**src/rtl/matrix_pkg.sv**
```systemverilog
// Shared definitions for the matrix engine: RAM geometry defaults, requester
// IDs and the RAM arbiter state encoding.
package matrix_pkg;

  localparam int DATA_W    = 32;
  localparam int RAM_D     = 512;
  localparam int RAM_ADD_W = $clog2(RAM_D);

  localparam int REQ_HOST = 0;
  localparam int REQ_CU   = 1;
  localparam int REQ_WB   = 2;

  typedef enum logic [1:0] {
    IDLE = 2'd0,
    OWN  = 2'd1,
    TURN = 2'd2
  } arb_state_e;

endpackage

```
**src/rtl/rr_priority_picker.sv**
```systemverilog
// Combinational round-robin picker: first asserted request at or after the
// pointer (wrapping) wins, returned one-hot together with an any-request flag.
module rr_priority_picker #(
  parameter int N     = 3,
  parameter int PTR_W = (N > 1) ? $clog2(N) : 1
) (
  input  logic [N-1:0]     req,
  input  logic [PTR_W-1:0] ptr,
  output logic [N-1:0]     winner,
  output logic             any
);

  logic found;

  // Scan from the pointer; the first hit latches found and masks later hits.
  always_comb begin
    winner = '0;
    found  = 1'b0;
    for (int k = 0; k < N; k++) begin
      int  idx;
      logic hit;
      idx = int'(ptr) + k;
      idx = (idx >= N) ? (idx - N) : idx;
      hit = !found && req[idx[PTR_W-1:0]];
      winner[idx[PTR_W-1:0]] = winner[idx[PTR_W-1:0]] | hit;
      found = found | hit;
    end
  end

  assign any = |req;

endmodule

```
**src/rtl/matrix_ram_arbiter.sv**
```systemverilog
// Burst-granting round-robin arbiter for the single-port matrix RAM. Every RAM
// access is registered; read data returns to its issuing requester 2 cycles later.
module matrix_ram_arbiter
  import matrix_pkg::*;
#(
  parameter int DATA_W    = matrix_pkg::DATA_W,
  parameter int RAM_D     = matrix_pkg::RAM_D,
  parameter int RAM_ADD_W = $clog2(RAM_D),
  parameter int N_REQ     = 3,
  parameter int MAX_BURST = 8
) (
  input  logic                      clk,
  input  logic                      rst,
  input  logic [N_REQ-1:0]          req,
  input  logic [N_REQ-1:0]          lock,
  input  logic [N_REQ-1:0]          we,
  input  logic [N_REQ*RAM_ADD_W-1:0] addr,
  input  logic [N_REQ*DATA_W-1:0]   wdata,
  output logic [N_REQ-1:0]          gnt,
  output logic [N_REQ-1:0]          rvalid,
  output logic [DATA_W-1:0]         rdata,
  output logic                      ram_we,
  output logic [RAM_ADD_W-1:0]      ram_addr,
  output logic [DATA_W-1:0]         ram_w_data,
  input  logic [DATA_W-1:0]         ram_r_data,
  output logic                      busy
);

  localparam int OWN_W = (N_REQ > 1) ? $clog2(N_REQ) : 1;
  localparam int CNT_W = $clog2(MAX_BURST + 1);
  localparam logic [CNT_W-1:0] CNT_MAX  = CNT_W'(MAX_BURST);
  localparam logic [OWN_W-1:0] LAST_REQ = OWN_W'(N_REQ - 1);

  arb_state_e         state_r, state_n;
  logic [OWN_W-1:0]   owner_r, owner_n;
  logic [OWN_W-1:0]   rr_ptr_r, rr_ptr_n;
  logic [CNT_W-1:0]   cnt_r, cnt_n, cnt_after_s;
  logic [N_REQ-1:0]   gnt_n;

  logic [N_REQ-1:0]   pick_onehot_s;
  logic               pick_any_s;
  logic [OWN_W-1:0]   pick_idx_s;

  logic               own_req_s, own_lock_s, own_we_s;
  logic [RAM_ADD_W-1:0] own_addr_s;
  logic [DATA_W-1:0]  own_wdata_s;
  logic               beat_s, others_s, leave_s;

  logic               rd_v1_r;
  logic [OWN_W-1:0]   rd_tag1_r;
  logic [N_REQ-1:0]   rvalid_n;

  rr_priority_picker #(
    .N     (N_REQ),
    .PTR_W (OWN_W)
  ) u_picker (
    .req    (req),
    .ptr    (rr_ptr_r),
    .winner (pick_onehot_s),
    .any    (pick_any_s)
  );

  // Encode the one-hot winner into an owner index.
  always_comb begin
    pick_idx_s = '0;
    for (int i = 0; i < N_REQ; i++) begin
      pick_idx_s = pick_idx_s | (OWN_W'(i) & {OWN_W{pick_onehot_s[i]}});
    end
  end

  assign own_req_s   = req[owner_r];
  assign own_lock_s  = lock[owner_r];
  assign own_we_s    = we[owner_r];
  assign own_addr_s  = addr[owner_r*RAM_ADD_W +: RAM_ADD_W];
  assign own_wdata_s = wdata[owner_r*DATA_W +: DATA_W];

  assign beat_s   = (state_r == OWN) && own_req_s && gnt[owner_r];
  assign others_s = |(req & ~gnt);

  // Beat count including this cycle's beat; frozen under lock, saturating.
  always_comb begin
    if (own_lock_s || !beat_s) begin
      cnt_after_s = cnt_r;
    end else if (cnt_r == CNT_MAX) begin
      cnt_after_s = cnt_r;
    end else begin
      cnt_after_s = cnt_r + CNT_W'(1);
    end
  end

  // Burst ends after the beat that reaches MAX_BURST, so a limited burst is exactly MAX_BURST beats.
  assign leave_s = !own_lock_s && (!own_req_s || ((cnt_after_s == CNT_MAX) && others_s));

  // Next-state, grant, owner, counter and pointer logic.
  always_comb begin
    state_n  = state_r;
    owner_n  = owner_r;
    rr_ptr_n = rr_ptr_r;
    cnt_n    = cnt_r;
    gnt_n    = gnt;
    case (state_r)
      IDLE: begin
        if (pick_any_s) begin
          state_n = OWN;
          owner_n = pick_idx_s;
          gnt_n   = pick_onehot_s;
          cnt_n   = '0;
        end else begin
          gnt_n = '0;
        end
      end
      OWN: begin
        cnt_n = cnt_after_s;
        if (leave_s) begin
          state_n = TURN;
          gnt_n   = '0;
        end else begin
          state_n = OWN;
        end
      end
      TURN: begin
        state_n  = IDLE;
        gnt_n    = '0;
        rr_ptr_n = (owner_r == LAST_REQ) ? '0 : (owner_r + OWN_W'(1));
      end
      default: begin
        state_n = IDLE;
        gnt_n   = '0;
      end
    endcase
  end

  // Arbiter state register.
  always_ff @(posedge clk or negedge rst) begin
    if (!rst) begin
      state_r  <= IDLE;
      owner_r  <= '0;
      rr_ptr_r <= '0;
      cnt_r    <= '0;
      gnt      <= '0;
    end else begin
      state_r  <= state_n;
      owner_r  <= owner_n;
      rr_ptr_r <= rr_ptr_n;
      cnt_r    <= cnt_n;
      gnt      <= gnt_n;
    end
  end

  // Second tag stage decodes the issuing owner of the read returning this cycle.
  always_comb begin
    rvalid_n = '0;
    for (int i = 0; i < N_REQ; i++) begin
      rvalid_n[i] = rd_v1_r && (rd_tag1_r == OWN_W'(i));
    end
  end

  // Registered RAM access plus the owner-id tag pipeline for reads.
  always_ff @(posedge clk or negedge rst) begin
    if (!rst) begin
      ram_we     <= 1'b0;
      ram_addr   <= '0;
      ram_w_data <= '0;
      rd_v1_r    <= 1'b0;
      rd_tag1_r  <= '0;
      rvalid     <= '0;
    end else begin
      ram_we    <= beat_s && own_we_s;
      rd_v1_r   <= beat_s && !own_we_s;
      rd_tag1_r <= owner_r;
      rvalid    <= rvalid_n;
      if (beat_s) begin
        ram_addr   <= own_addr_s;
        ram_w_data <= own_wdata_s;
      end
    end
  end

  assign rdata = (|rvalid) ? ram_r_data : '0;
  assign busy  = (state_r != IDLE) || rd_v1_r || (|rvalid);

endmodule

```
**config.mk**
```make
export PLATFORM = sky130hd
export DESIGN_NAME = matrix_ram_arbiter
export DESIGN_NICKNAME = d
export VERILOG_FILES = /design/src/rtl/matrix_pkg.sv /design/src/rtl/rr_priority_picker.sv /design/src/rtl/matrix_ram_arbiter.sv
export SDC_FILE = /design/constraint.sdc
export NUM_CORES = 1
export LEC_CHECK = 0
export ABC_AREA = 1
export BUFFER_PORTS_ARGS = -buffer_cell sky130_fd_sc_hd__buf_2
export CORE_MARGIN = 5
export CORE_UTILIZATION = 42
export CTS_CLUSTER_DIAMETER = 60
export DETAILED_ROUTE_END_ITERATION = 8
export PLACE_DENSITY = 0.81
export RECOVER_POWER = 25
export SYNTH_ARGS = -nofsm -noshare
export SYNTH_HDL_FRONTEND = slang
export SYNTH_SLANG_ARGS = --single-unit
```
**constraint.sdc**
```tcl
create_clock -name clk -period 2.2 [get_ports clk]
set_input_delay 0.11 -clock clk [delete_from_list [all_inputs] [get_ports clk]]
set_output_delay 0.11 -clock clk [all_outputs]
set_load 0.005 [all_outputs]
```
Word level (Yosys, flattened, before mapping) --
Cells that the tools add are included.
Storage, ports and cells: flip-flop bits (word level) 61, bits in latches 0, RAM bits 0, memory bits (read-only) 0, input port bits 166, output and inout bits 81, word-level logic and storage cells 124, memories 0
Cells by class: add/sub/neg operators 7, multipliers 1, divide/modulo/power cells 0, order comparisons 10, equality and inequality tests 9, shift operators 2, mux-type cells 43, bitwise gates (word level) 8, reduce and logical (&&, ||, !) cells 33
Operators with widths (number):
- $shiftx A96 B8 Y32 | 1
- $mux W32 | 1
- $shiftx A27 B7 Y9 | 1
- $bmux W1 S2 | 10
- $logic_and A1 B1 Y1 | 14
- $mux W1 | 13
- $lt A2 B3 Y1 const B | 4
- $mux W2 | 6
- $mux W4 | 3
- $reduce_or A3 Y1 | 3
- $eq A4 B4 Y1 const B | 2
- $pmux W4 S2 | 1
- $and A3 B3 Y3 | 2
- $bwmux W3 | 2
- $demux W1 S2 | 3
- $eq A2 B2 Y1 const B | 3
- $ge A2 B1 Y1 const B | 3
- $ge A3 B2 Y1 const B | 2
- $logic_not A1 Y1 | 6
- $mul A2 B4 Y6 const B | 1
- $mux W3 | 2
- $pmux W3 S2 | 1
- $add A4 B1 Y4 const B | 1
- $eq A2 B1 Y1 const B | 2
- other kinds (15) | 26

Logic depth before layout (Yosys ltp) --
depth after elaboration 17, gate-level depth with buffers 15, mapped depth without buffers 14

Modules after synthesis --
A second synthesis with hierarchy kept.
Unflattened totals: cells, all modules 481, area total of the unflattened synthesis 3693.5 µm²
By module, submodules not included:
- matrix_ram_arbiter | instances 1, cells an instance 423, area an instance 3408.3 µm², seq. area each 1526.5 µm²
- rr_priority_picker | instances 1, cells an instance 58, area an instance 285.3 µm², seq. area each 0.0 µm²

Worst setup path after synthesis --
Ideal clock, no wire load.
path kind register -> register, start point register rr_ptr_r[0], end point register owner_r[0], library setup time 0.134 ns, arrival time 1.600 ns, data required time 2.066 ns, slack 0.466 ns, cell stages (with the launch flop) 11, path buffers 0, period minus slack after synthesis 1.734 ns, path through dfrtp_1 inv_1 ha_1 inv_1 nand2_1 o22ai_1 nor2_1 nand2_1 nand2_1 o211ai_1 o21ai_0
Between the ends: word-level cells in the longest chain between the ends 16, elaborated cells on any way between the ends 50, those cells by class 5 x add/sub; 9 x order compare; 23 x mux; 6 x bitwise; 7 x reduce/logical
RTL lines:
- start, declared | RTL line matrix_ram_arbiter.sv:36 | logic [OWN_W-1:0] rr_ptr_r, rr_ptr_n;
- start signal, assigned | RTL line matrix_ram_arbiter.sv:144 | rr_ptr_r <= rr_ptr_n;
- $sub A2 B2 Y2 / $ge A2 B2 Y1 (equally long branches) | RTL line rr_priority_picker.sv:23 | idx = (idx >= N) ? (idx - N) : idx;
- $mux W2 | RTL line rr_priority_picker.sv:23
- $lt A2 B3 Y1 (implied by the code) / $ge A2 B1 Y1 (equally long branches) | RTL line rr_priority_picker.sv:25 | winner[idx[PTR_W-1:0]] = winner[idx[PTR_W-1:0]] | hit;
- $logic_and A1 B1 Y1 (implied by the code) | RTL line rr_priority_picker.sv:25
- $mux W1 (implied by the code) | RTL line rr_priority_picker.sv:25
- $demux W1 S2
- $and A3 B3 Y3 (no line)
- $bmux W1 S2 | RTL line rr_priority_picker.sv:25
- $mux W1 (implied by the code) | RTL line rr_priority_picker.sv:25
- $or A1 B1 Y1 | RTL line rr_priority_picker.sv:25
- $bwmux W3 | RTL line rr_priority_picker.sv:25
- $bmux W1 S2 | RTL line rr_priority_picker.sv:25
- $mux W1 (implied by the code) | RTL line rr_priority_picker.sv:25
- $or A1 B1 Y1 | RTL line rr_priority_picker.sv:25
- $bwmux W3 * | RTL line rr_priority_picker.sv:25
- $or A1 B2 Y2 * | RTL line matrix_ram_arbiter.sv:67 | pick_idx_s = pick_idx_s | (OWN_W'(i) & {OWN_W{pick_onehot_s[i]}});
- end signal, assigned | RTL line matrix_ram_arbiter.sv:143 | owner_r <= owner_n;
- end, declared | RTL line matrix_ram_arbiter.sv:35 | logic [OWN_W-1:0] owner_r, owner_n;
Every way passes the cells marked *; elsewhere a longest branch is shown, timed or not. The select of a mux whose other input is x is not followed. A chain may end at the register's enable or synchronous reset.

Worst setup path after layout --
Same ends and word-level chain as after synthesis.

==> reports/qor.yml <==
placement:
  placed_area_um2: 4950
  hpwl_mm: 10.4
  place_inst: 795
  gp_congestion: 0.938
  portBuffers: 246
  pre_cts_ws_ps: 134
run:
  drv_cap: 0
logic_synthesis:
  yosys.cell_count.top_type: "nand2_1"
  synth_cell_type_count: 34
  ys_seq_area_share_pct: 42.3
  async_flop_share_pct: 100
  synth_area_leaders: "dfrtp_1 (42%), nand2_1 (8.9%), o21a_1 (8.5%), nand3_1 (7.9%), a22oi_1 (7.7%)"
  ys_warn_count: 0
  syn_inst: 460
  synth_area_leader_cell: "dfrtp_1"
  netlist.area_leader.share_pct: 42.3
  syn_nets: 631
  synth_area_per_cell_um2: 7.84
  synth-edff-count: 0
  synth_flop_cell: "dfrtp_1"
  synth_area_um2: 3610
  ys_ff_latch: 61
  ys_top_cells_by_count: "nand2_1 (86), dfrtp_1 (61), nand3_1 (57)"
drt:
  via_count: 4198
  firstDrtPassIters: 4
  wl_per_cell_um: 16.0
  drt_drc_violations_left: 0
  drtIter0Drc: 163
  wirelength_mm: 13.0
  drtAntennaViolNets: 0
  vias_per_cell: 5.18
sta:
  fin_crit_sh_pct: 90.3
  worst_slew_pin_slew_ps: 1300
  skew_ps: 8.37
  whs_ps: 99.3
  period_minus_slack_ps: 1990
  max_clock_freq_mhz: 504
  slew-limit-headroom_pct: 13.6
  rsz0062_at_grt: "no"
  maxSlewViolCount: 0
  fin_ws_ps: 214
  hold_violations: 0
  fin_setup_tns_ps: 0
  setup_viol: 0
clock_tree:
  cts_root_buffer: "clkbuf_8"
  post_cts.repair.setup_buffers: 0
  cts_tree: "yes"
  path_clk_slew_ps: 70
  cts.sinks: 61
  h-tree-depth: 3
  numCtsBuffers: 9
  clock_path_buffers: 2
  clkLatencyLatePin_ps: 340
layout:
  layout.nets: 873
  fin_cells: 811
  nFillCells: 766
  ff_latch_area_um2: 1530
  multi_input_area_um2: 1770
  fin_area_um2: 5120
  diodes: 0
  drive_gt1_share_pct: 38.2
  syn_to_final_growth_pct: 41.8
setup_path:
  cp_data_required_time_ps: 2400
  worst-path-max-fanout: 6
  endpoint_kind: "flop"
  rrSetupSlack_ps: 210
  r2r_start: "rr_ptr_r[0]"
  critPathArrivalTime_ps: 2180
  rr_worst_depth: 10
  critPathLaunchType: "flop"
  path_class: "reg -> reg"
  reg2reg_to: "owner_r[0]"
hold_path:
  min_to: "ram_w_data[10]"
  holdPathStages: 4
  hold_start: "wdata[74]"
  min_path_type: "in -> reg"
floorplanning:
  io_pins: 247
  die-height_um: 103
  start_util_pct: 43.5
  die_area_um2: 10500
  die_x_um: 103
  rows: 33
  design.core.area_um2: 8300
global_route:
  grt_max_degree: 44
  antenna_found_initial: 0
  grt_overflow: 0
  grt_pass1_wl_mm: 19.2
  groute.usage.overall_pct: 23.5
  grt_pass1_vias: 4056
pwr:
  leakage_nw: 2.72
  vdd_ir_drop_max_mv: 0.688
  power.density_nw_per_um2: 1100
status:
  outcome: "finished, final reports clean"
[per-stage QoR]
step	total power, mW	util [%]
3_3_place_gp	4.67	59.6
4_1_cts	5.65	61.7
3_5_place_dp	4.78	59.6
2_1_floorplan	3.62	-
5_1_grt	6.07	61.7
6_report	5.60	61.7
[sequential cells by signal, indices dropped and copies added, names as in the netlist]
register / count
rr_ptr_r: 2
ram_w_data: 32
cnt_r: 4
ram_we: 1
owner_r: 2
ram_addr: 9
gnt: 3
rd_v1_r: 1
rvalid: 3
state_r: 2
rd_tag1_r: 2
[what timing repair did]
item	4_1_cts	5_1_grt
resized for setup	0	6
setup endpoints to repair	0	10
endpoints found under the hold margin	22	0
hold buffers	1	0
[routing by layer]
metal  global-route usage [%]  routed length [um]
met1                     27.5                4740
met2                     41.3                6760
met3                     6.50                1090
met4                     7.87                 359
met5                        0                   0
[area by class of cell]
| class | count | share of cell area, % |
|---|---|---|
| tap | 105 | 2.57 |
| multi-input combinational | 317 | 34.6 |
| clock inverter | 5 | 0.538 |
| inverter | 56 | 4.11 |
| sequential | 61 | 29.9 |
| timing repair buffer | 257 | 25.6 |
| clock buffer | 10 | 2.69 |
[logic make-up after synthesis]
kind of cell,share of synthesized area (%)
buf+inv,9.43
flops,42.3
compound gates,19.9
fa+ha+maj,1.73
xor+xnor,0.728
simple gates,25.9
[cells in the final DEF (no fill, tap or decap), types with 2 or more instances in the layout]
| cell type | instances |
|---|---|
| nand3_1 | 57 |
| nand4_1 | 5 |
| o21a_1 | 41 |
| nor2_1 | 44 |
| clkbuf_8 | 10 |
| nand2_1 | 86 |
| nor2_4 | 4 |
| buf_2 | 227 |
| buf_4 | 8 |
| a21oi_1 | 2 |
| ha_1 | 5 |
| inv_2 | 4 |
| nor3_1 | 2 |
| o21ai_0 | 11 |
| clkinv_2 | 4 |
| o22ai_1 | 3 |
| a22oi_1 | 37 |
| xor2_1 | 3 |
| nor3_2 | 2 |
| inv_1 | 52 |
| clkbuf_1 | 19 |
| dfrtp_1 | 59 |
| dfrtp_2 | 2 |
[how the worst max path moves through the flow]
| stage | start | to | slack (ps) | depth (start not counted) |
|---|---|---|---|---|
| 6_report | rr_ptr_r[0] | owner_r[0] | 210 | 10 |
| 5_1_grt | rr_ptr_r[0] | owner_r[0] | 20 | 10 |
| 4_1_cts | rr_ptr_r[0] | owner_r[0] | 120 | 10 |
| 3_5_place_dp | rr_ptr_r[0] | owner_r[0] | 130 | 10 |
| 3_3_place_gp | owner_r[0] | ram_w_data[20] | 220 | 8 |
| 2_1_floorplan | rr_ptr_r[0] | owner_r[0] | 470 | 10 |
[critical path, cell delays in order (launching register included)]
cell and delay, ps:
dfrtp_1 380, inv_1 70, ha_1 360, inv_2 120
nand2_1 100, o22ai_2 210, nor2_1 70, nand2_1 90
nand2_1 80, o211ai_1 220, o21ai_0 140
[power by group]
group	switching, mW	total [mW]	internal (mW)
logic	1.58	2.78	1.21
registers	0.350	1.96	1.61
clock network	0.433	0.857	0.424
total	2.36	5.60	3.25
(Power assumes the default switching activity.)
